==> config.mk <==
export PLATFORM = sky130hd
export DESIGN_NAME = imem_load_ctrl_flat
export DESIGN_NICKNAME = d
export VERILOG_FILES = /design/src/rtl/imem_load_ctrl_pkg.sv /design/src/rtl/imem_load_ctrl_if.sv /design/src/rtl/imem_load_ctrl_packer.sv /design/src/rtl/imem_load_ctrl.sv /design/src/flat_wrapper.sv
export SDC_FILE = /design/constraint.sdc
export NUM_CORES = 1
export LEC_CHECK = 0
export CORE_ASPECT_RATIO = 0.7
export CORE_MARGIN = 2
export CORE_UTILIZATION = 42
export DETAILED_ROUTE_END_ITERATION = 12
export MAX_ROUTING_LAYER = met4
export PLACE_DENSITY = 0.76
export REMOVE_ABC_BUFFERS = 1
export SYNTH_ARGS = -nofsm -noshare
export SYNTH_HDL_FRONTEND = slang
export SYNTH_SLANG_ARGS = --single-unit
==> constraint.sdc <==
create_clock -name clk -period 1.68 [get_ports clk]
set_input_delay 0.168 -clock clk [delete_from_list [all_inputs] [get_ports clk]]
set_output_delay 0.168 -clock clk [all_outputs]
set_load 0.03 [all_outputs]
==> src/rtl/imem_load_ctrl_pkg.sv <==
// Shared types and sizing for the instruction-memory load controller.
// Holds the FSM state encoding and the default memory geometry.
package imem_load_ctrl_pkg;

    localparam int ADDR_W_DEF     = 8;
    localparam int DATA_W_DEF     = 32;
    localparam int BYTES_PER_WORD = 4;
    localparam int BYTE_CNT_W     = 2;

    typedef enum logic [1:0] {
        ST_IDLE  = 2'd0,
        ST_RECV  = 2'd1,
        ST_WRITE = 2'd2,
        ST_DONE  = 2'd3
    } state_t;

endpackage

==> src/rtl/imem_load_ctrl_if.sv <==
// Bundle of fetch, loader-byte and instruction-memory signals around the controller.
// The slave modport is the controller side; master is the fetch/host/memory side.
interface imem_load_ctrl_if
    import imem_load_ctrl_pkg::*;
#(
    parameter int ADDR_W = ADDR_W_DEF,
    parameter int DATA_W = DATA_W_DEF
) ();

    logic [ADDR_W-1:0] fetch_addr;
    logic              load_start;
    logic [ADDR_W-1:0] load_base;
    logic [ADDR_W:0]   load_len;
    logic              load_abort;
    logic              byte_valid;
    logic [7:0]        byte_data;
    logic              byte_ready;
    logic [ADDR_W-1:0] mem_addr;
    logic [DATA_W-1:0] mem_wdata;
    logic              mem_we;
    logic              cpu_stall;
    logic              load_busy;
    logic              load_done;

    modport slave (
        input  fetch_addr, load_start, load_base, load_len, load_abort,
               byte_valid, byte_data,
        output byte_ready, mem_addr, mem_wdata, mem_we, cpu_stall,
               load_busy, load_done
    );

    modport master (
        output fetch_addr, load_start, load_base, load_len, load_abort,
               byte_valid, byte_data,
        input  byte_ready, mem_addr, mem_wdata, mem_we, cpu_stall,
               load_busy, load_done
    );

endinterface

==> src/rtl/imem_load_ctrl_packer.sv <==
// Little-endian byte-to-word assembler: byte k of a word lands in bits [8k+7:8k].
// word_full flags the accept that supplies the last byte of the word.
module imem_word_packer
    import imem_load_ctrl_pkg::*;
#(
    parameter int DATA_W = DATA_W_DEF
) (
    input  logic              clk,
    input  logic              rst,
    input  logic              accept,
    input  logic              clear,
    input  logic [7:0]        byte_in,
    output logic              word_full,
    output logic [DATA_W-1:0] word
);

    logic [BYTE_CNT_W-1:0] cnt;

    assign word_full = accept && (cnt == BYTE_CNT_W'(BYTES_PER_WORD - 1));

    // clear wins over accept so an aborted partial word never leaks into the next one
    always_ff @(posedge clk) begin
        if (rst || clear) begin
            cnt  <= '0;
            word <= '0;
        end else if (accept) begin
            word[{cnt, 3'b000} +: 8] <= byte_in;
            cnt                      <= cnt + 1'b1;
        end
    end

endmodule

==> src/rtl/imem_load_ctrl.sv <==
// Shares the instruction-memory address port between CPU fetch and a byte-serial loader.
// Stalls the CPU for the whole load and writes each assembled word in a single cycle.
module imem_load_ctrl
    import imem_load_ctrl_pkg::*;
#(
    parameter int ADDR_W = ADDR_W_DEF,
    parameter int DATA_W = DATA_W_DEF
) (
    input  logic              clk,
    input  logic              rst,
    imem_load_ctrl_if.slave   bus
);

    state_t            state;
    logic [ADDR_W-1:0] wptr;
    logic [ADDR_W:0]   remaining;
    logic              accept;
    logic              clear;
    logic              word_full;
    logic [DATA_W-1:0] word;

    // abort takes priority over a byte offered in the same cycle
    assign accept = (state == ST_RECV) && bus.byte_valid && !bus.load_abort;
    assign clear  = (state != ST_RECV);

    imem_word_packer #(.DATA_W(DATA_W)) u_packer (
        .clk       (clk),
        .rst       (rst),
        .accept    (accept),
        .clear     (clear),
        .byte_in   (bus.byte_data),
        .word_full (word_full),
        .word      (word)
    );

    always_ff @(posedge clk) begin
        if (rst) begin
            state     <= ST_IDLE;
            wptr      <= '0;
            remaining <= '0;
        end else begin
            unique case (state)
                ST_IDLE: begin
                    if (bus.load_start) begin
                        wptr      <= bus.load_base;
                        remaining <= bus.load_len;
                        state     <= (bus.load_len == '0) ? ST_DONE : ST_RECV;
                    end
                end
                ST_RECV: begin
                    if (bus.load_abort)
                        state <= ST_DONE;
                    else if (word_full)
                        state <= ST_WRITE;
                end
                ST_WRITE: begin
                    wptr      <= wptr + 1'b1;
                    remaining <= remaining - 1'b1;
                    if (bus.load_abort || remaining == (ADDR_W+1)'(1))
                        state <= ST_DONE;
                    else
                        state <= ST_RECV;
                end
                ST_DONE: state <= ST_IDLE;
                default: state <= ST_IDLE;
            endcase
        end
    end

    assign bus.byte_ready = (state == ST_RECV);
    assign bus.mem_we     = (state == ST_WRITE);
    assign bus.mem_wdata  = word;
    assign bus.cpu_stall  = (state != ST_IDLE);
    assign bus.load_busy  = (state == ST_RECV) || (state == ST_WRITE);
    assign bus.load_done  = (state == ST_DONE);
    assign bus.mem_addr   = (state == ST_IDLE) ? bus.fetch_addr : wptr;

endmodule

==> src/flat_wrapper.sv <==
// flat-port wrapper written by rule: the top's interface ports become plain ports
module imem_load_ctrl_flat import imem_load_ctrl_pkg::*;
#(
    parameter int ADDR_W = ADDR_W_DEF,
    parameter int DATA_W = DATA_W_DEF
)
  (clk, rst, bus_fetch_addr, bus_load_start, bus_load_base, bus_load_len, bus_load_abort, bus_byte_valid, bus_byte_data, bus_byte_ready, bus_mem_addr, bus_mem_wdata, bus_mem_we, bus_cpu_stall, bus_load_busy, bus_load_done);
  imem_load_ctrl_if #(.ADDR_W(ADDR_W), .DATA_W(DATA_W)) bus_i ();
  input  logic clk;
  input  logic rst;
  input wire logic [$bits(bus_i.fetch_addr)-1:0] bus_fetch_addr;
  input wire logic [$bits(bus_i.load_start)-1:0] bus_load_start;
  input wire logic [$bits(bus_i.load_base)-1:0] bus_load_base;
  input wire logic [$bits(bus_i.load_len)-1:0] bus_load_len;
  input wire logic [$bits(bus_i.load_abort)-1:0] bus_load_abort;
  input wire logic [$bits(bus_i.byte_valid)-1:0] bus_byte_valid;
  input wire logic [$bits(bus_i.byte_data)-1:0] bus_byte_data;
  output wire logic [$bits(bus_i.byte_ready)-1:0] bus_byte_ready;
  output wire logic [$bits(bus_i.mem_addr)-1:0] bus_mem_addr;
  output wire logic [$bits(bus_i.mem_wdata)-1:0] bus_mem_wdata;
  output wire logic [$bits(bus_i.mem_we)-1:0] bus_mem_we;
  output wire logic [$bits(bus_i.cpu_stall)-1:0] bus_cpu_stall;
  output wire logic [$bits(bus_i.load_busy)-1:0] bus_load_busy;
  output wire logic [$bits(bus_i.load_done)-1:0] bus_load_done;
  assign bus_i.fetch_addr = bus_fetch_addr;
  assign bus_i.load_start = bus_load_start;
  assign bus_i.load_base = bus_load_base;
  assign bus_i.load_len = bus_load_len;
  assign bus_i.load_abort = bus_load_abort;
  assign bus_i.byte_valid = bus_byte_valid;
  assign bus_i.byte_data = bus_byte_data;
  assign bus_byte_ready = bus_i.byte_ready;
  assign bus_mem_addr = bus_i.mem_addr;
  assign bus_mem_wdata = bus_i.mem_wdata;
  assign bus_mem_we = bus_i.mem_we;
  assign bus_cpu_stall = bus_i.cpu_stall;
  assign bus_load_busy = bus_i.load_busy;
  assign bus_load_done = bus_i.load_done;
  imem_load_ctrl #(.ADDR_W(ADDR_W), .DATA_W(DATA_W)) u_core (.clk(clk), .rst(rst), .bus(bus_i));
endmodule
=== Word level (Yosys, flattened, before mapping) ===
Cells that the tools add are included.

* Add/subtract/negate cells: 4
* $mul: 0
* Div/mod/pow operators: 0
* Magnitude comparators: 0
* Equality and inequality tests: 8
* Shifts and indexed selects: 2
* Multiplexer cells: 12
* Bitwise gates (word level): 0
* Reduce and logical (&&, ||, !) cells: 13

{| class="wikitable"
|+ Operators with widths
! cell !! number
|-
| 32-bit bitwise mux || 1
|-
| 8-bit by 7-bit variable shift with 32-bit output (first input constant) || 1
|-
| 8-bit by 7-bit indexed part select with 32-bit output || 1
|-
| 9-bit one-hot mux with 2 select lines || 1
|-
| 8-bit 2-to-1 mux || 2
|-
| 8-bit one-hot mux with 2 select lines || 1
|-
| 2-bit 2-to-1 mux || 5
|-
| 9-bit by 1-bit equality test with 1-bit output (second input constant) || 1
|-
| 9-bit zero test || 1
|-
| 9-bit 2-to-1 mux || 1
|-
| 9-bit by 1-bit subtractor with 9-bit output (second input constant) || 1
|-
| 8-bit by 1-bit adder with 8-bit output (second input constant) || 1
|-
| 2-bit one-hot mux with 4 select lines || 1
|-
| 5-bit negator with 7-bit output || 1
|-
| 2-bit equality test (second input constant) || 3
|-
| 2-bit AND reduction || 2
|-
| 2-bit nonzero test || 2
|-
| 1-bit logical AND || 3
|-
| 1-bit logical OR || 3
|-
| 3-bit by 2-bit != test with 1-bit output (second input constant) || 1
|-
| 2-bit by 1-bit adder with 2-bit output (second input constant) || 1
|-
| 2-bit by 1-bit equality test with 1-bit output (second input constant) || 1
|-
| 2-bit zero test || 1
|-
| 2-bit by 1-bit != test with 1-bit output (second input constant) || 1
|-
| 2 further kinds || 2
|}

* Register bits after elaboration: 53
* Latch bits: 0
* Bits in writable memories: 0
* ROM bits: 0
* Output and inout port bits: 45
* Word-level logic and storage cells: 44
* Memories: 0

=== Logic depth before layout (Yosys ltp) ===
Gate-level depths: netlist of the first run.

* Depth in word-level cells: 7
* Depth in mapped cells: 8
* Depth with buffers taken out: 6

=== By module ===
From an unflattened synthesis of the first run, not the netlist that was laid out.

* Cells, all modules: 312
* Area total of the unflattened synthesis: 2726.4 um^2

{| class="wikitable"
|+ Modules (own cells, without submodules)
! module !! times used !! cells each !! area an instance (um^2)
|-
| imem_word_packer || 1 || 143 || 1375.1
|-
| imem_load_ctrl || 1 || 169 || 1351.3
|}

=== Worst setup path before layout of the first run ===
OpenSTA, ideal clock, no wires.

* Kind: register to register
* Start: reg u_core.state[0]
* End: reg u_core.remaining[8]
* Arrival time: 1.707 ns
* Data required time: 1.577 ns
* Slack: -0.130 ns
* Stages on the path, launching flop included: 7
* Period minus slack after synthesis: 1.810 ns
* Path through: dfxtp_1 inv_1 ha_1 clkbuf_8 clkbuf_1 o21ai_0 a2111oi_2

* Word-level cells in the longest chain between the ends: 3
* Elaborated cells between the ends (all ways): 6
* Those cells by class: eq/ne (2); mux (1); reduce/logical (3)

{| class="wikitable"
|+ Ends and longest elaborated chain
! element !! line !! text
|-
| start, declared || imem_load_ctrl.sv:14 || <nowiki>state_t state;</nowiki>
|-
| start signal, assigned || imem_load_ctrl.sv:47 || <nowiki>state <= (bus.load_len == '0) ? ST_DONE : ST_RECV;</nowiki>
|-
| 2-bit equality test (*) || n/a ||
|-
| net bus_mem_we || flat_wrapper.sv:21 || <nowiki>output wire logic [$bits(bus_i.mem_we)-1:0] bus_mem_we;</nowiki>
|-
| 2-bit nonzero test (no line) || n/a ||
|-
| 2-bit AND reduction (no line) || n/a ||
|-
| end signal, assigned || imem_load_ctrl.sv:46 || <nowiki>remaining <= bus.load_len;</nowiki>
|-
| end signal, assigned || imem_load_ctrl.sv:58 || <nowiki>remaining <= remaining - 1'b1;</nowiki>
|-
| end, declared || imem_load_ctrl.sv:16 || <nowiki>logic [ADDR_W:0] remaining;</nowiki>
|}

Mark *: on every way through the listed nets, which the timed path passes. The rest lies on a longest branch.
A chain may end at the register's enable or synchronous reset.

=== Worst setup path in the final report of the first run ===
* Start: reg u_core.state[1]
* End: out bus_mem_addr[3]

* Word-level cells in the longest chain between the ends: 2

{| class="wikitable"
|+ Ends and longest elaborated chain
! element !! line !! text
|-
| 2-bit zero test || imem_load_ctrl.sv:76 || <nowiki>assign bus.mem_addr = (state == ST_IDLE) ? bus.fetch_addr : wptr;</nowiki>
|-
| 8-bit 2-to-1 mux || imem_load_ctrl.sv:76 ||
|-
| end, declared || flat_wrapper.sv:19 || <nowiki>output wire logic [$bits(bus_i.mem_addr)-1:0] bus_mem_addr;</nowiki>
|}

No other way between the ends.

==> reports/qor.txt, run 1 <==
Status -> finished clean
Setup Skew -> 0.00619 ns
Total Wirelength -> 7870 um
Pleak -> 1.37 nW
Max Clk Rate -> 595 MHz
Tot GR Track Use -> 0.223
Initial antenna violation count -> 0
Fin nets -> 484
Largest net degree at the start of global routing -> 35
RSZ-0062 raised after global routing -> yes
Layout cells sized above 1 -> 0.202
Finish-stage setup viols -> 0
CTS Buf Count -> 5
Die height -> 71.4 um
Starting Density -> 0.436
Count of cell types in the netlist -> 47
Post-synthesis sequential area ratio -> 0.390
Vias in the first global route -> 2616
Critical path class -> flop to output pin
Worst rel slew slack -> 0.579
Grt ovf -> 0
IO Pins -> 83
Hpwl dp -> 5490 um
Remaining antenna violation count -> 0
Peak VDD IR -> 0.560 mV
Pwr per Cell Area -> 1330 nW/um2
Period utilization -> 1.00
Routability cong. -> 0.820
Synth cell count leaders -> dfxtp_1, a21oi_1, nand2_1
Synth-to-Final Area Change -> 46.5%
CP Launch Type -> flop
Drc violations -> 0
Min Tclk post-route -> 1.68 ns
CTS HTree Levels -> 2
Pre-CTS WS -> -0.325 ns
Vias -> 2813
Area contributors post-synth -> dfxtp_1, a21oi_1, nand2_1
Data required time of the critical path -> 1.51 ns
First-pass GRT wire length -> 12700 um
Wirelength per Cell -> 15.3 um
Pre-antenna DRT Iters -> 4
Die ar. -> 7150 um2
Syn_area_per_cell -> 8.15 um2
PnR worst setup slack -> 0.000472 ns
Clock Tree Buf Depth -> 2
Worst skew pair latency -> 0.31 ns
Worst-path fanout max -> 6
Number of synthesized flops with an enable pin -> 0
Main synth FF type -> dfxtp_1
Final core utilization -> 0.638
Yosys top cell by area -> dfxtp_1
Via/cell ratio -> 5.48
Yosys synthesis warning count -> 0
Syn Std Cell Area -> 2720 um2
MaxCap Viol Count -> 0
Post-synth top area share -> 0.390
FILL cells -> 541
Clock Tree Root -> clkbuf_8
Critical path, cell by cell -> inv_2 > ha_4 > buf_6 > mux2_2 > buf_2
Die width -> 100 um
Most frequent cell after synthesis -> dfxtp_1
# clock sinks -> 53
CP endpoint kind -> output pin
Cells after Synth -> 334
Synth Register Bits -> 53
Hold Fails Final Rpt -> 0
CTS tree -> built
Row count -> 24
DRT iter0 DRCs -> 103
CP peak stage delay -> 0.34 ns
N_diodes -> 0
Slew @ Worst Pin -> 0.625 ns
Final slew viol count -> 0
Final Power -> 0.00531 W
Hold crit path type -> flop to flop
IO buf count -> 82
Hold Buf Count CTS -> 0
Crit path arrival time -> 1.51 ns
Setup TNS -> 0 ns
Area of the core -> 6250 um2
CP max stage cell -> dfxtp_2
Post-synth ARST share -> 0
Reg clk slew, reported paths -> 0.10 ns
Hold WS -> 0.458 ns
[report_power, final]
part / leakage, nW / total, W / internal (W) / switching (W)
registers: 0.432 / 0.00159 / 0.00142 / 0.000168
logic: 0.893 / 0.00298 / 0.00141 / 0.00157
clock network: 0.0445 / 0.000745 / 0.000297 / 0.000448
[layout make-up]
| class | instances | area [um2] | share of cell area |
|---|---|---|---|
| timing repair buffer | 111 | 1070 | 0.268 |
| clock buffer | 5 | 68.8 | 0.0173 |
| tap | 78 | 97.6 | 0.0245 |
| inverter | 9 | 36.3 | 0.00910 |
| clock inverter | 3 | 21.3 | 0.00533 |
| sequential | 53 | 1070 | 0.267 |
| multi-input combinational | 254 | 1630 | 0.409 |
[routing by layer]
layer / wire length, um / GRT usage / vias up
met2: 3630 / 0.345 / 80
met1: 3820 / 0.314 / 1331
met3: 355 / 0.0351 / 7
met4: 64 / 0.0411 / 0
met5: 0 / - / -
li1: - / - / 1395
[stage by stage]
step	cells	instance area [um2]
3_3_place_gp	501	3750
2_1_floorplan	315	2630
6_report	513	3990
4_1_cts	511	3870
3_5_place_dp	501	3750
5_1_grt	513	3990
[worst paths after layout]
kind,start,to,slack (ns),depth (start not counted)
hold reg to reg,u_core.u_packer.word[30]$_SDFFE_PP0P_,u_core.u_packer.word[30]$_SDFFE_PP0P_,0.46,2
setup reg to reg,u_core.remaining[4]$_SDFFE_PP0P_,u_core.remaining[8]$_SDFFE_PP0P_,0.08,3
setup / recovery,u_core.state[1]$_SDFFE_PP0P_,bus_mem_addr[3],0.0005,5
hold / removal,u_core.u_packer.word[30]$_SDFFE_PP0P_,u_core.u_packer.word[30]$_SDFFE_PP0P_,0.46,2
[registers in the layout (all words and copies together) (netlist names)]
name	cells
u_core.wptr	8
u_core.u_packer.word	32
u_core.state	2
u_core.u_packer.cnt	2
u_core.remaining	9
[cell usage in the layout, fill, tap and decap left out, types with 2 or more instances in the layout]
cell | Yosys | layout
dfxtp_2 | 0 | 4
nand2b_1 | 5 | 5
nor2b_1 | 7 | 7
clkdlybuf4s50_1 | 0 | 69
inv_2 | 0 | 2
nor3b_2 | 3 | 3
dfxtp_1 | 53 | 49
nor4_1 | 5 | 4
clkbuf_8 | 1 | 5
o32ai_1 | 2 | 2
nor3_1 | 7 | 7
and2_2 | 0 | 4
nand3b_1 | 2 | 2
a21o_1 | 2 | 2
inv_1 | 9 | 6
a221oi_1 | 3 | 2
nor2_1 | 13 | 13
mux2_4 | 0 | 2
o211ai_1 | 2 | 2
buf_6 | 0 | 12
o21ai_1 | 2 | 3
mux2i_1 | 3 | 2
o21ai_0 | 17 | 15
nand2_1 | 48 | 48
a21oi_1 | 48 | 47
buf_4 | 2 | 24
o21a_1 | 2 | 2
ha_4 | 0 | 2
dlygate4sd2_1 | 0 | 2
a211oi_1 | 4 | 4
mux2_2 | 8 | 7
nand3_1 | 35 | 35
ha_1 | 12 | 9
[cell families (layout without fill, tap and decap cells)]
group / count (synthesis) / in the layout / share of synthesized area
buffers and inverters: 28 / 128 / 0.0473
adders and majority gates: 12 / 12 / 0.0551
DFF: 53 / 53 / 0.390
and+or+nand+nor: 137 / 137 / 0.256
xor gates and xnor gates: 1 / 1 / 0.00322
muxes: 11 / 12 / 0.0441
AOI/OAI and AO/OA: 92 / 92 / 0.205
[critical path, delay by kind of cell (launching register included)]
kind / cells / cell delay [ns]
buffers and inverters: 3 / 0.39
DFF: 1 / 0.34
adders and majority gates: 1 / 0.15
muxes: 1 / 0.33
[what timing repair did]
item / 4_1_cts / 5_1_grt
pin swaps: 1 / 2
buffers inserted: 2 / 1
cloned: 0 / 1
resized for setup: 48 / 48
setup endpoints to repair: 50 / 58
(Power assumes the default switching activity.)
==> inputs of run 2 (changes only) <==
--- a/config.mk
+++ b/config.mk
@@ -12,6 +12,7 @@
 export MAX_ROUTING_LAYER = met4
 export PLACE_DENSITY = 0.76
 export REMOVE_ABC_BUFFERS = 1
+export SLEW_MARGIN = 20
 export SYNTH_ARGS = -nofsm -noshare
 export SYNTH_HDL_FRONTEND = slang
 export SYNTH_SLANG_ARGS = --single-unit
==> results of run 2 <==
The final DEF is identical to that of run 1; final timing and power are the same.
